**config.mk**
```make
export PLATFORM = sky130hd
export DESIGN_NAME = load_align_unit
export DESIGN_NICKNAME = d
export VERILOG_FILES = /design/src/rtl/load_pkg.sv /design/src/rtl/load_extract.sv /design/src/rtl/load_align_unit.sv
export SDC_FILE = /design/constraint.sdc
export NUM_CORES = 1
export LEC_CHECK = 0
export ABC_CLOCK_PERIOD_IN_PS = 9700
export CORE_ASPECT_RATIO = 0.8
export CORE_MARGIN = 2
export CORE_UTILIZATION = 30
export DETAILED_ROUTE_END_ITERATION = 8
export SETUP_SLACK_MARGIN = 0.1
export SLEW_MARGIN = 20
export SYNTH_ARGS = -nofsm -noshare
export SYNTH_HDL_FRONTEND = slang
export SYNTH_SLANG_ARGS = --single-unit
```
**constraint.sdc**
```tcl
create_clock -name clk -period 9.7 [get_ports clk]
set_input_delay 1.455 -clock clk [delete_from_list [all_inputs] [get_ports clk]]
set_output_delay 1.455 -clock clk [all_outputs]
set_load 0.05 [all_outputs]
```
**src/rtl/load_pkg.sv**
```systemverilog
// load_pkg: shared size/state enums and exception codes for the load path.
package load_pkg;
  typedef enum logic [1:0] {LD_RSV = 2'b00, LD_BYTE = 2'b01, LD_HALF = 2'b10, LD_WORD = 2'b11} ld_size_t;
  localparam logic [1:0] EXC_NONE     = 2'd0;
  localparam logic [1:0] EXC_MISALIGN = 2'd1;
  localparam logic [1:0] EXC_SIZE     = 2'd2;
  localparam logic [1:0] EXC_TIMEOUT  = 2'd3;
  typedef enum logic [1:0] {
    IDLE,
    REQ,
`ifdef LOAD_MISALIGN_SPLIT_EN
    REQ_HI,
`endif
    DONE
  } ld_state_t;
endpackage

```
**src/rtl/load_extract.sv**
```systemverilog
// load_extract: selects the addressed byte/half/word of a little-endian word and zero/sign-extends it.
module load_extract
  import load_pkg::*;
#(
  parameter int DATA_W = 32
) (
  input  logic [DATA_W-1:0]             raw,
  input  logic [$clog2(DATA_W/8)-1:0]   offset,
  input  ld_size_t                      size,
  input  logic                          sign_ext,
  output logic [DATA_W-1:0]             value
);
  logic [$clog2(DATA_W)-1:0] bit_idx;
  logic [7:0]                b;
  logic [15:0]               h;
  assign bit_idx = {offset, 3'b000};
  assign b       = raw[bit_idx +: 8];
  assign h       = raw[bit_idx +: 16];
  always_comb
    value = size == LD_BYTE ? {{(DATA_W-8){sign_ext & b[7]}}, b} :
            size == LD_HALF ? {{(DATA_W-16){sign_ext & h[15]}}, h} : raw;
endmodule

```
**src/rtl/load_align_unit.sv**
```systemverilog
// load_align_unit: word-aligned memory load with byte/half/word extract, timeout and exception reporting.
// LOAD_MISALIGN_SPLIT_EN: misaligned accesses are served with one or two reads instead of raising code 1.
module load_align_unit
  import load_pkg::*;
#(
  parameter int DATA_W  = 32,
  parameter int ADDR_W  = 32,
  parameter int TIMEOUT = 15
) (
  input  logic              clk,
  input  logic              reset,
  input  logic              ld_start,
  input  logic [1:0]        ld_size,
  input  logic              ld_signed,
  input  logic [ADDR_W-1:0] ld_addr,
  output logic              mem_rd,
  output logic [ADDR_W-1:0] mem_addr,
  input  logic [DATA_W-1:0] mem_rdata,
  input  logic              mem_ack,
  output logic              ld_busy,
  output logic              ld_done,
  output logic [DATA_W-1:0] ld_data,
  output logic              ld_exc,
  output logic [1:0]        ld_exc_code
);
  localparam int LANES = DATA_W / 8;
  localparam int OW    = $clog2(LANES);
  localparam int CW    = $clog2(TIMEOUT + 2);
  ld_state_t         state;
  ld_size_t          size, req_size;
  logic [OW-1:0]     off, req_off, ext_off;
  logic              sgn, tmo;
  logic [1:0]        code;
  logic [CW-1:0]     cnt;
  logic [DATA_W-1:0] lo, raw, ext;
  assign req_size = ld_size_t'(ld_size);
  assign req_off  = ld_addr[OW-1:0];
  assign tmo      = (TIMEOUT != 0) && (cnt == CW'(TIMEOUT - 1));
`ifdef LOAD_MISALIGN_SPLIT_EN
  logic              need_hi, req_cross;
  logic [DATA_W-1:0] hi;
  logic [OW+2:0]     sh;
  assign req_cross = int'(req_off) + (req_size == LD_BYTE ? 1 : req_size == LD_HALF ? 2 : LANES) > LANES;
  assign sh        = {off, 3'b000};
  // shifting hi by DATA_W when aligned yields zero, so one expression covers both cases
  assign raw       = (lo >> sh) | (hi << (DATA_W - int'(sh)));
  assign ext_off   = '0;
`else
  logic illegal;
  assign illegal = (req_size == LD_HALF && req_off[0]) || (req_size == LD_WORD && req_off != '0);
  assign raw     = lo;
  assign ext_off = off;
`endif
  load_extract #(.DATA_W(DATA_W)) u_extract (
    .raw     (raw),
    .offset  (ext_off),
    .size    (size),
    .sign_ext(sgn),
    .value   (ext)
  );
  always_ff @(posedge clk or posedge reset) begin
    if (reset) begin
      state       <= IDLE;
      size        <= LD_RSV;
      off         <= '0;
      sgn         <= 1'b0;
      code        <= EXC_NONE;
      cnt         <= '0;
      lo          <= '0;
`ifdef LOAD_MISALIGN_SPLIT_EN
      hi          <= '0;
      need_hi     <= 1'b0;
`endif
      mem_rd      <= 1'b0;
      mem_addr    <= '0;
      ld_busy     <= 1'b0;
      ld_done     <= 1'b0;
      ld_data     <= '0;
      ld_exc      <= 1'b0;
      ld_exc_code <= EXC_NONE;
    end else begin
      ld_done <= 1'b0;
      case (state)
        IDLE: if (ld_start) begin
          mem_addr <= {ld_addr[ADDR_W-1:OW], {OW{1'b0}}};
          off      <= req_off;
          size     <= req_size;
          sgn      <= ld_signed;
          cnt      <= '0;
          ld_busy  <= 1'b1;
          if (req_size == LD_RSV) begin
            code  <= EXC_SIZE;
            state <= DONE;
`ifndef LOAD_MISALIGN_SPLIT_EN
          end else if (illegal) begin
            code  <= EXC_MISALIGN;
            state <= DONE;
`endif
          end else begin
            code   <= EXC_NONE;
            mem_rd <= 1'b1;
            state  <= REQ;
`ifdef LOAD_MISALIGN_SPLIT_EN
            need_hi <= req_cross;
`endif
          end
        end
        REQ: if (mem_ack) begin
          lo  <= mem_rdata;
          cnt <= '0;
`ifdef LOAD_MISALIGN_SPLIT_EN
          if (need_hi) begin
            mem_addr <= mem_addr + ADDR_W'(LANES);
            state    <= REQ_HI;
          end else begin
            mem_rd <= 1'b0;
            state  <= DONE;
          end
`else
          mem_rd <= 1'b0;
          state  <= DONE;
`endif
        end else if (tmo) begin
          code   <= EXC_TIMEOUT;
          mem_rd <= 1'b0;
          state  <= DONE;
        end else cnt <= cnt + 1'b1;
`ifdef LOAD_MISALIGN_SPLIT_EN
        REQ_HI: if (mem_ack) begin
          hi     <= mem_rdata;
          mem_rd <= 1'b0;
          state  <= DONE;
        end else if (tmo) begin
          code   <= EXC_TIMEOUT;
          mem_rd <= 1'b0;
          state  <= DONE;
        end else cnt <= cnt + 1'b1;
`endif
        DONE: begin
          state       <= IDLE;
          ld_busy     <= 1'b0;
          ld_done     <= 1'b1;
          ld_exc_code <= code;
          ld_exc      <= code != EXC_NONE;
          if (code == EXC_NONE) ld_data <= ext;
        end
        default: state <= IDLE;
      endcase
    end
  end
endmodule

```
==> PnR_summary.wiki, run 1 <==
{| class="wikitable"
! Metric !! Value
|-
| Clock-pin slew on the worst setup and hold paths || approximately 0.050 ns
|-
| Area of the die || about 18,000 um2
|-
| First-pass GRT wire length || around 20 mm
|-
| Hold crit path type || reg -> reg
|-
| Minimum clock period after layout || 3.07 ns
|-
| LEAKAGE || 0.00302 uW
|-
| Number of endpoints with negative hold slack in the final report || 0
|-
| Area of the core region || between 15,000 and 20,000 um2
|-
| Worst Max-Slew Pin Slew || just under 1 ns
|-
| Initial antenna violation count || 0
|-
| Post-synthesis cell area || a little over 5000 um2
|-
| Max transition margin || between 30 and 40%
|-
| Insertion delay of the later-clocked pin in the worst-skew pair || approximately 0.42 ns
|-
| Post-synth top area share || between 50% and 60%
|-
| Synthesized area per cell || 12.3 um2
|-
| Longest Clk Path Bufs || 2
|-
| Worst Path Class, Setup || reg -> out
|-
| Endpoint required time on the critical path || 8.25 ns
|-
| Vertical die dimension || about 120 um
|-
| Vias after detailed routing || about 3,700
|-
| Warnings, synthesis || 0
|-
| Antenna viol nets, final || 0
|-
| DP Wirelength || between 9 and 10 mm
|-
| Postcts setup bufs || 0
|-
| Post-synth top flop || sky130_fd_sc_hd__dfrtp_1
|-
| Period Utilization, post-route || a little under a third
|-
| CTS Buf Count || 17
|-
| Number of global-route vias before repair || about 3,600
|-
| Share of flip-flops with an asynchronous set or reset after synthesis || 100%
|-
| Library cell used as clock root buffer || sky130_fd_sc_hd__clkbuf_16
|-
| Cell family with most CP delay || buffers and inverters
|-
| Routability cong. || roughly 0.8
|-
| Diodes inserted || 0
|-
| CTS tree || yes
|-
| Critical path, cell by cell || clkdlybuf4s50_1
|-
| Endpoint kind of the worst setup timing path || primary output
|-
| TNS Setup || 0 ns
|-
| Critical-path cell with the highest stage delay || sky130_fd_sc_hd__clkdlybuf4s50_1
|-
| Placement Rows || 42
|-
| Top achievable clock speed || around 330 MHz
|-
| IO Count || ~140
|-
| Layout-stage area growth over the synthesis result || 42.5%
|-
| Share of the yosys chip area belonging to registers || between 50 and 60%
|-
| Worst voltage drop across the vdd grid || between 0.15 and 0.2 mV
|-
| Post-layout nets || around 620
|-
| Total of hold buffers inserted after clock tree synthesis || 0
|-
| Total of cells resized after clock tree synthesis || 0
|-
| Remaining Overflow, GRT || 0
|-
| Category of the worst setup path launch point || register
|-
| Number of enable flip-flop cells after synthesis || 0
|-
| Distinct cell type count of the synthesized netlist || between 40 and 50
|-
| Synth Register Bits || between 100 and 150
|-
| Post-synthesis cell count || ~400
|-
| Number of DRC markers after the initial detailed-route iteration || 224
|-
| Largest area contributor in the netlist || sky130_fd_sc_hd__dfrtp_1
|-
| Sink Count || roughly 110
|-
| Number of buffer and inverter instances along the worst setup path || 1
|-
| Port Buf Inserts || around 140
|-
| Slowest cell delay on critical path || ~0.85 ns
|-
| Initial standard-cell utilization of the core || 30.6%
|-
| Gr usage total || between 10% and 20%
|-
| H-tree depth || 4
|-
| Unrepaired setup endpoints after global routing || false
|-
| Cell Pwr Density || between 300 and 400 nW/um2
|-
| Final Skew || between 0.02 and 0.025 ns
|-
| DIE WIDTH || around 150 um
|-
| Run status || finished, final reports clean
|-
| Pre-antenna DRT Iters || 4
|-
| Via-per-instance ratio || 4.75
|-
| Critical path peak fanout || 2
|-
| Maximum number of pins on one net before global-route repair || around 80
|-
| Average wire per cell in the routed design || ~16 um
|-
| Max Cap Viol || 0
|-
| Utilization after layout || 43.7%
|-
| Final wirelength || roughly 13 mm
|-
| Number of pins with negative max-slew slack in the final report || 0
|-
| Most area-consuming cells after synthesis || sky130_fd_sc_hd__dfrtp_1, sky130_fd_sc_hd__mux2_2, sky130_fd_sc_hd__a221o_1, sky130_fd_sc_hd__mux2i_1, sky130_fd_sc_hd__nand2_1
|-
| Crit path arrival time || 1.62 ns
|-
| DRC violation count after routing || 0
|-
| Number of endpoints failing setup at the final stage || 0
|-
| Share of post-route cells with drive strength above 1 || between 15 and 20%
|}
-- cell families (layout without fill, tap and decap cells) --
family	Yosys count	in the layout	share of synthesized area (%)
flip-flops	114	114	56.4
AND/OR/NAND/NOR	95	95	9.57
AO/OA/AOI/OAI	86	86	12.1
multiplexers	79	79	17.4
buffers and inverters	30	178	3.12
XOR/XNOR	4	4	0.693
adder cells (fa/ha/maj)	3	3	0.693
other	1	2	0.0741
-- layout by cell type (no fill, tap or decap), types with 2 or more instances in the layout --
cell type	n
sky130_fd_sc_hd__dfrtp_1	114
sky130_fd_sc_hd__a221oi_1	3
sky130_fd_sc_hd__buf_4	4
sky130_fd_sc_hd__mux2i_1	12
sky130_fd_sc_hd__bufinv_16	2
sky130_fd_sc_hd__nor2_1	29
sky130_fd_sc_hd__a21o_1	2
sky130_fd_sc_hd__a22oi_1	4
sky130_fd_sc_hd__o211ai_1	3
sky130_fd_sc_hd__o21a_1	2
sky130_fd_sc_hd__o22ai_1	4
sky130_fd_sc_hd__nor3b_1	2
sky130_fd_sc_hd__inv_1	3
sky130_fd_sc_hd__conb_1	2
sky130_fd_sc_hd__nand2_1	31
sky130_fd_sc_hd__xor2_1	3
sky130_fd_sc_hd__o21ai_0	19
sky130_fd_sc_hd__mux2_2	66
sky130_fd_sc_hd__clkbuf_8	4
sky130_fd_sc_hd__a221o_1	16
sky130_fd_sc_hd__a2bb2oi_1	7
sky130_fd_sc_hd__nand2b_1	8
sky130_fd_sc_hd__clkdlybuf4s50_1	138
sky130_fd_sc_hd__ha_1	2
sky130_fd_sc_hd__nor2b_1	8
sky130_fd_sc_hd__clkbuf_16	17
sky130_fd_sc_hd__nand3b_1	3
sky130_fd_sc_hd__nand3_1	4
sky130_fd_sc_hd__clkinv_2	4
sky130_fd_sc_hd__a21oi_1	20
sky130_fd_sc_hd__clkbuf_1	2
sky130_fd_sc_hd__clkinvlp_4	2
-- cells in the mapped netlist (all sizes together) (2+ instances only) --
library cell    n
mux2i          12
inv             4
a22oi           4
ha              2
dfrtp         114
a221o          16
o22ai           4
nand2          31
o21ai          19
a21o            2
a221oi          3
o211ai          3
o21a            2
a21oi          21
or3             2
mux2           67
buf            20
clkbuf          6
xor2            3
nor2b           8
nand3b          3
nor3b           3
nand3           4
nor2           30
a2bb2oi         7
nand2b          9
-- per-layer routing --
layer	up-vias	GRT usage (%)	wire length [um]	share of wire [%]
li1	1763	-	-	-
met1	1814	20.9	6070	47
met2	122	21.0	5670	44
met3	10	5.59	943	7.3
met4	0	5.36	151	1.2
met5	-	0	0	0
-- metrics by stage --
stage | cells | worst slack (ns) | power, uW | hold WS [ns] | cell area [um2]
4_1_cts | 781 | 6.61 | 2850 | 0.497 | 7210
3_3_place_gp | 749 | 6.48 | 2200 | 0.471 | 6610
5_1_grt | 781 | 6.57 | 2970 | 0.519 | 7210
3_5_place_dp | 749 | 6.42 | 2220 | 0.484 | 6610
6_report | 781 | 6.63 | 2820 | 0.491 | 7210
2_1_floorplan | 413 | 5.23 | 1780 | 0.479 | 5060
-- final timing paths --
kind / cells after the start / from / slack, ns / end
worst max register to register: 4 / state[0] / 7.21 / ld_data[18]
worst max-delay path: 1 / ld_data[7] / 6.63 / ld_data[7]
worst min register to register: 2 / ld_exc_code[0] / 0.49 / ld_exc_code[0]
worst min-delay path: 2 / ld_exc_code[0] / 0.49 / ld_exc_code[0]
min in group asynchronous: 2 / reset / 1.42 / mem_addr[13]
max in group asynchronous: 3 / reset / 6.94 / size[0]
-- layout make-up --
type / count / area, um2
multi-input cells: 269 / 2060
fillers: 1537 / 9290
repair buffers: 142 / 1410
well taps: 220 / 275
flip-flops and latches: 114 / 2850
clock inverters: 9 / 104
inverters: 4 / 17.5
clock buffers: 23 / 488
-- where the power goes --
part | switching, uW | internal [uW]
logic | 792 | 528
clock network | 214 | 403
registers | 197 | 689
total | 1200 | 1620
-- state kept, by name (all words and copies together), names as in the netlist --
register and cells:
ld_data 32, lo 32, mem_addr 30, cnt 5
code 2, ext_off 2, ld_exc_code 2, size 2
state 2, ld_busy 1, ld_done 1, ld_exc 1
mem_rd 1, sgn 1
Power figures use the tool's default switching activity.
==> run 2: changes to the inputs <==
--- a/config.mk
+++ b/config.mk
@@ -5,7 +5,7 @@
 export SDC_FILE = /design/constraint.sdc
 export NUM_CORES = 1
 export LEC_CHECK = 0
-export ABC_CLOCK_PERIOD_IN_PS = 9700
+export ABC_CLOCK_PERIOD_IN_PS = 2550
 export CORE_ASPECT_RATIO = 0.8
 export CORE_MARGIN = 2
 export CORE_UTILIZATION = 30
==> constraint.sdc (replaced) <==
create_clock -name clk -period 2.55 [get_ports clk]
set_input_delay 0.3825 -clock clk [delete_from_list [all_inputs] [get_ports clk]]
set_output_delay 0.3825 -clock clk [all_outputs]
set_load 0.05 [all_outputs]
==> run 2 against run 1 <==
Compared with the run above: non-clock buffer count rose by 5; clock-buffer cell count fell by 4; die area did not move; critical path type is now reg -> reg; largest cell class unchanged; largest power group unchanged.
==> PnR_summary.wiki, run 2 (synthesis results as in run 1) <==
{| class="wikitable"
! Metric !! Value
|-
| Initial antenna violation count || 0
|-
| Period Utilization, post-route || between 70% and 80%
|-
| Number of DRC markers after the initial detailed-route iteration || roughly 210
|-
| Routability cong. || approximately 0.80
|-
| Worst reg2reg setup slack || ~0.53 ns
|-
| # fillers || about 1,500
|-
| TNS Setup || 0 ns
|-
| Minimum clock period after layout || 2.02 ns
|-
| Number of endpoints with negative hold slack in the final report || 0
|-
| Placed Cells incl. Taps || roughly 750
|-
| Met3 wirelength from detailed routing || just under 900 um
|-
| Run status || finished, final reports clean
|-
| Category of the worst setup path launch point || register
|-
| Area of the die || between 15,000 and 20,000 um2
|-
| Share of post-route cells with drive strength above 1 || between 20% and 30%
|-
| Cell family with most CP delay || simple AND/OR/NAND/NOR gates
|-
| Number of pins with negative max-slew slack in the final report || 0
|-
| Longest Clk Path Bufs || 2
|-
| Average wire per cell in the routed design || 16.8 um
|-
| DP Wirelength || ~9.5 mm
|-
| Number of endpoints failing setup at the final stage || 0
|-
| Crit path arrival time || about 2.4 ns
|-
| LEAKAGE || ~0.0031 uW
|-
| CTS tree || yes
|-
| Total of cells resized after clock tree synthesis || 0
|-
| Antenna viol nets, final || 0
|-
| Gr usage total || 15.3%
|-
| Post-placement cell area || approximately 6700 um2
|-
| Area of the core region || roughly 17,000 um2
|-
| Worst Path Class, Setup || reg -> reg
|-
| Cell area after layout || 7340 um2
|-
| Worst voltage drop across the vdd grid || slightly below 0.6 mV
|-
| Final Skew || around 0.0064 ns
|-
| Met2 Routed Length || 5.97 mm
|-
| Endpoint required time on the critical path || just under 3 ns
|-
| Max transition margin || about 51%
|-
| Max Cap Viol || 0
|-
| Insertion delay of the later-clocked pin in the worst-skew pair || roughly 0.4 ns
|-
| CTS Buf Count || 17
|-
| Remaining Overflow, GRT || 0
|-
| Total of hold buffers inserted after clock tree synthesis || 0
|-
| First-pass GRT wire length || 20.8 mm
|-
| Commonest non-fill, non-tap cells in the layout || sky130_fd_sc_hd__clkdlybuf4s50_1, sky130_fd_sc_hd__dfrtp_1, sky130_fd_sc_hd__mux2_2
|-
| Library cell used as clock root buffer || sky130_fd_sc_hd__clkbuf_16
|-
| Initial standard-cell utilization of the core || 30.6%
|-
| Final wirelength || 13.2 mm
|-
| Pre-antenna DRT Iters || 4
|-
| Port Buf Inserts || approximately 140
|-
| Worst flop-to-flop path endpoint || ld_data[16]
|-
| Unrepaired setup endpoints after global routing || false
|-
| Vias after detailed routing || about 3,700
|-
| DIE WIDTH || about 150 um
|-
| Clock-pin slew on the worst setup and hold paths || 0.06 ns
|-
| Setup ws final || approximately 0.53 ns
|-
| Uppermost signal routing layer after detailed routing || met4
|-
| Final non-filler cell total || between 700 and 800
|-
| DRC violation count after routing || 0
|-
| Worst slack after detailed placement || around 0.54 ns
|-
| R2r startpoint || state[0]
|-
| Postcts setup bufs || 0
|-
| Slowest cell delay on critical path || a little under 0.6 ns
|-
| Maximum number of pins on one net before global-route repair || between 40 and 50
|-
| Diodes inserted || 0
|-
| Number of global-route vias before repair || slightly below 4,000
|-
| Critical path peak fanout || 16
|-
| Worst Max-Slew Pin Slew || 0.727 ns
|-
| R2R cell count || 4
|-
| Top achievable clock speed || around 500 MHz
|-
| Largest regs || ld_data x32, lo x32, mem_addr x30
|-
| Cell Pwr Density || roughly 1500 nW/um2
|-
| IO Count || approximately 140
|-
| Start point of the critical path || state[0]
|-
| Via-per-instance ratio || 4.73
|-
| Hold crit path type || in -> async
|-
| Endpoint kind of the worst setup timing path || register
|-
| Critical-path cell with the highest stage delay || sky130_fd_sc_hd__nor2_2
|-
| Critical path, cell by cell || nand2b_4, or3_1, nor2_2, a221o_1
|-
| Post-layout nets || between 600 and 700
|-
| Met1 layer wirelength in the final routing || slightly above 6 mm
|-
| Most common cell after layout, fill and taps aside || sky130_fd_sc_hd__clkdlybuf4s50_1
|-
| Sink Count || roughly 110
|-
| H-tree depth || 4
|-
| Placement Rows || 42
|-
| Number of buffer and inverter instances along the worst setup path || 0
|-
| Vertical die dimension || about 120 um
|-
| Layout-stage area growth over the synthesis result || 45.2%
|}
-- run 2: cell types whose count changed in the layout (fill, tap and decap cells not counted), sizes merged --
cell      before  now
buf            4    9
bufinv         2    5
clkbuf        23   19
clkinv         5    3
clkinvlp       2    5
-- run 2: area by class of cell --
class                           count  area (um2)  share of cell area, %
Inverter                            4        18.8                  0.256
Clock buffer                       19         443                   6.03
Sequential cell                   114        2850                   38.9
Timing Repair Buffer              147        1490                   20.2
Multi-Input combinational cell    269        2060                   28.0
Clock inverter                     13         208                   2.83
Tap cell                          220         275                   3.75
-- run 2: worst max path at each step --
stage | depth (start not counted) | endpoint
after floorplan | 1 | cnt[0]
after global placement | 4 | ld_data[17]
after detailed placement | 4 | ld_data[16]
after CTS | 1 | ld_data[6]
after global routing | 4 | ld_data[18]
final | 4 | ld_data[16]
-- run 2: per-layer routing --
| metal | up-vias | track usage, % |
|---|---|---|
| met5 | - | 0 |
| met4 | 0 | 5.00 |
| met3 | 15 | 5.40 |
| met2 | 104 | 22.8 |
| met1 | 1827 | 20.7 |
| li1 | 1773 | - |
-- run 2: per-stage QoR --
step           utilization [%]  hold WS (ns)  total power [uW]
5_1_grt                   44.5         0.509             11600
3_3_place_gp              40.5         0.489              8410
4_1_cts                   44.5         0.452             11200
2_1_floorplan                -         0.479              6750
3_5_place_dp              40.5         0.491              8520
6_report                  44.5         0.436             11100
-- run 2: report_power, final --
group / leakage, uW / internal (uW) / switching, uW / total (uW)
clock: 0.000306 / 1760 / 856 / 2610
combinational: 0.00138 / 2050 / 3100 / 5150
sequential: 0.00138 / 2620 / 716 / 3340
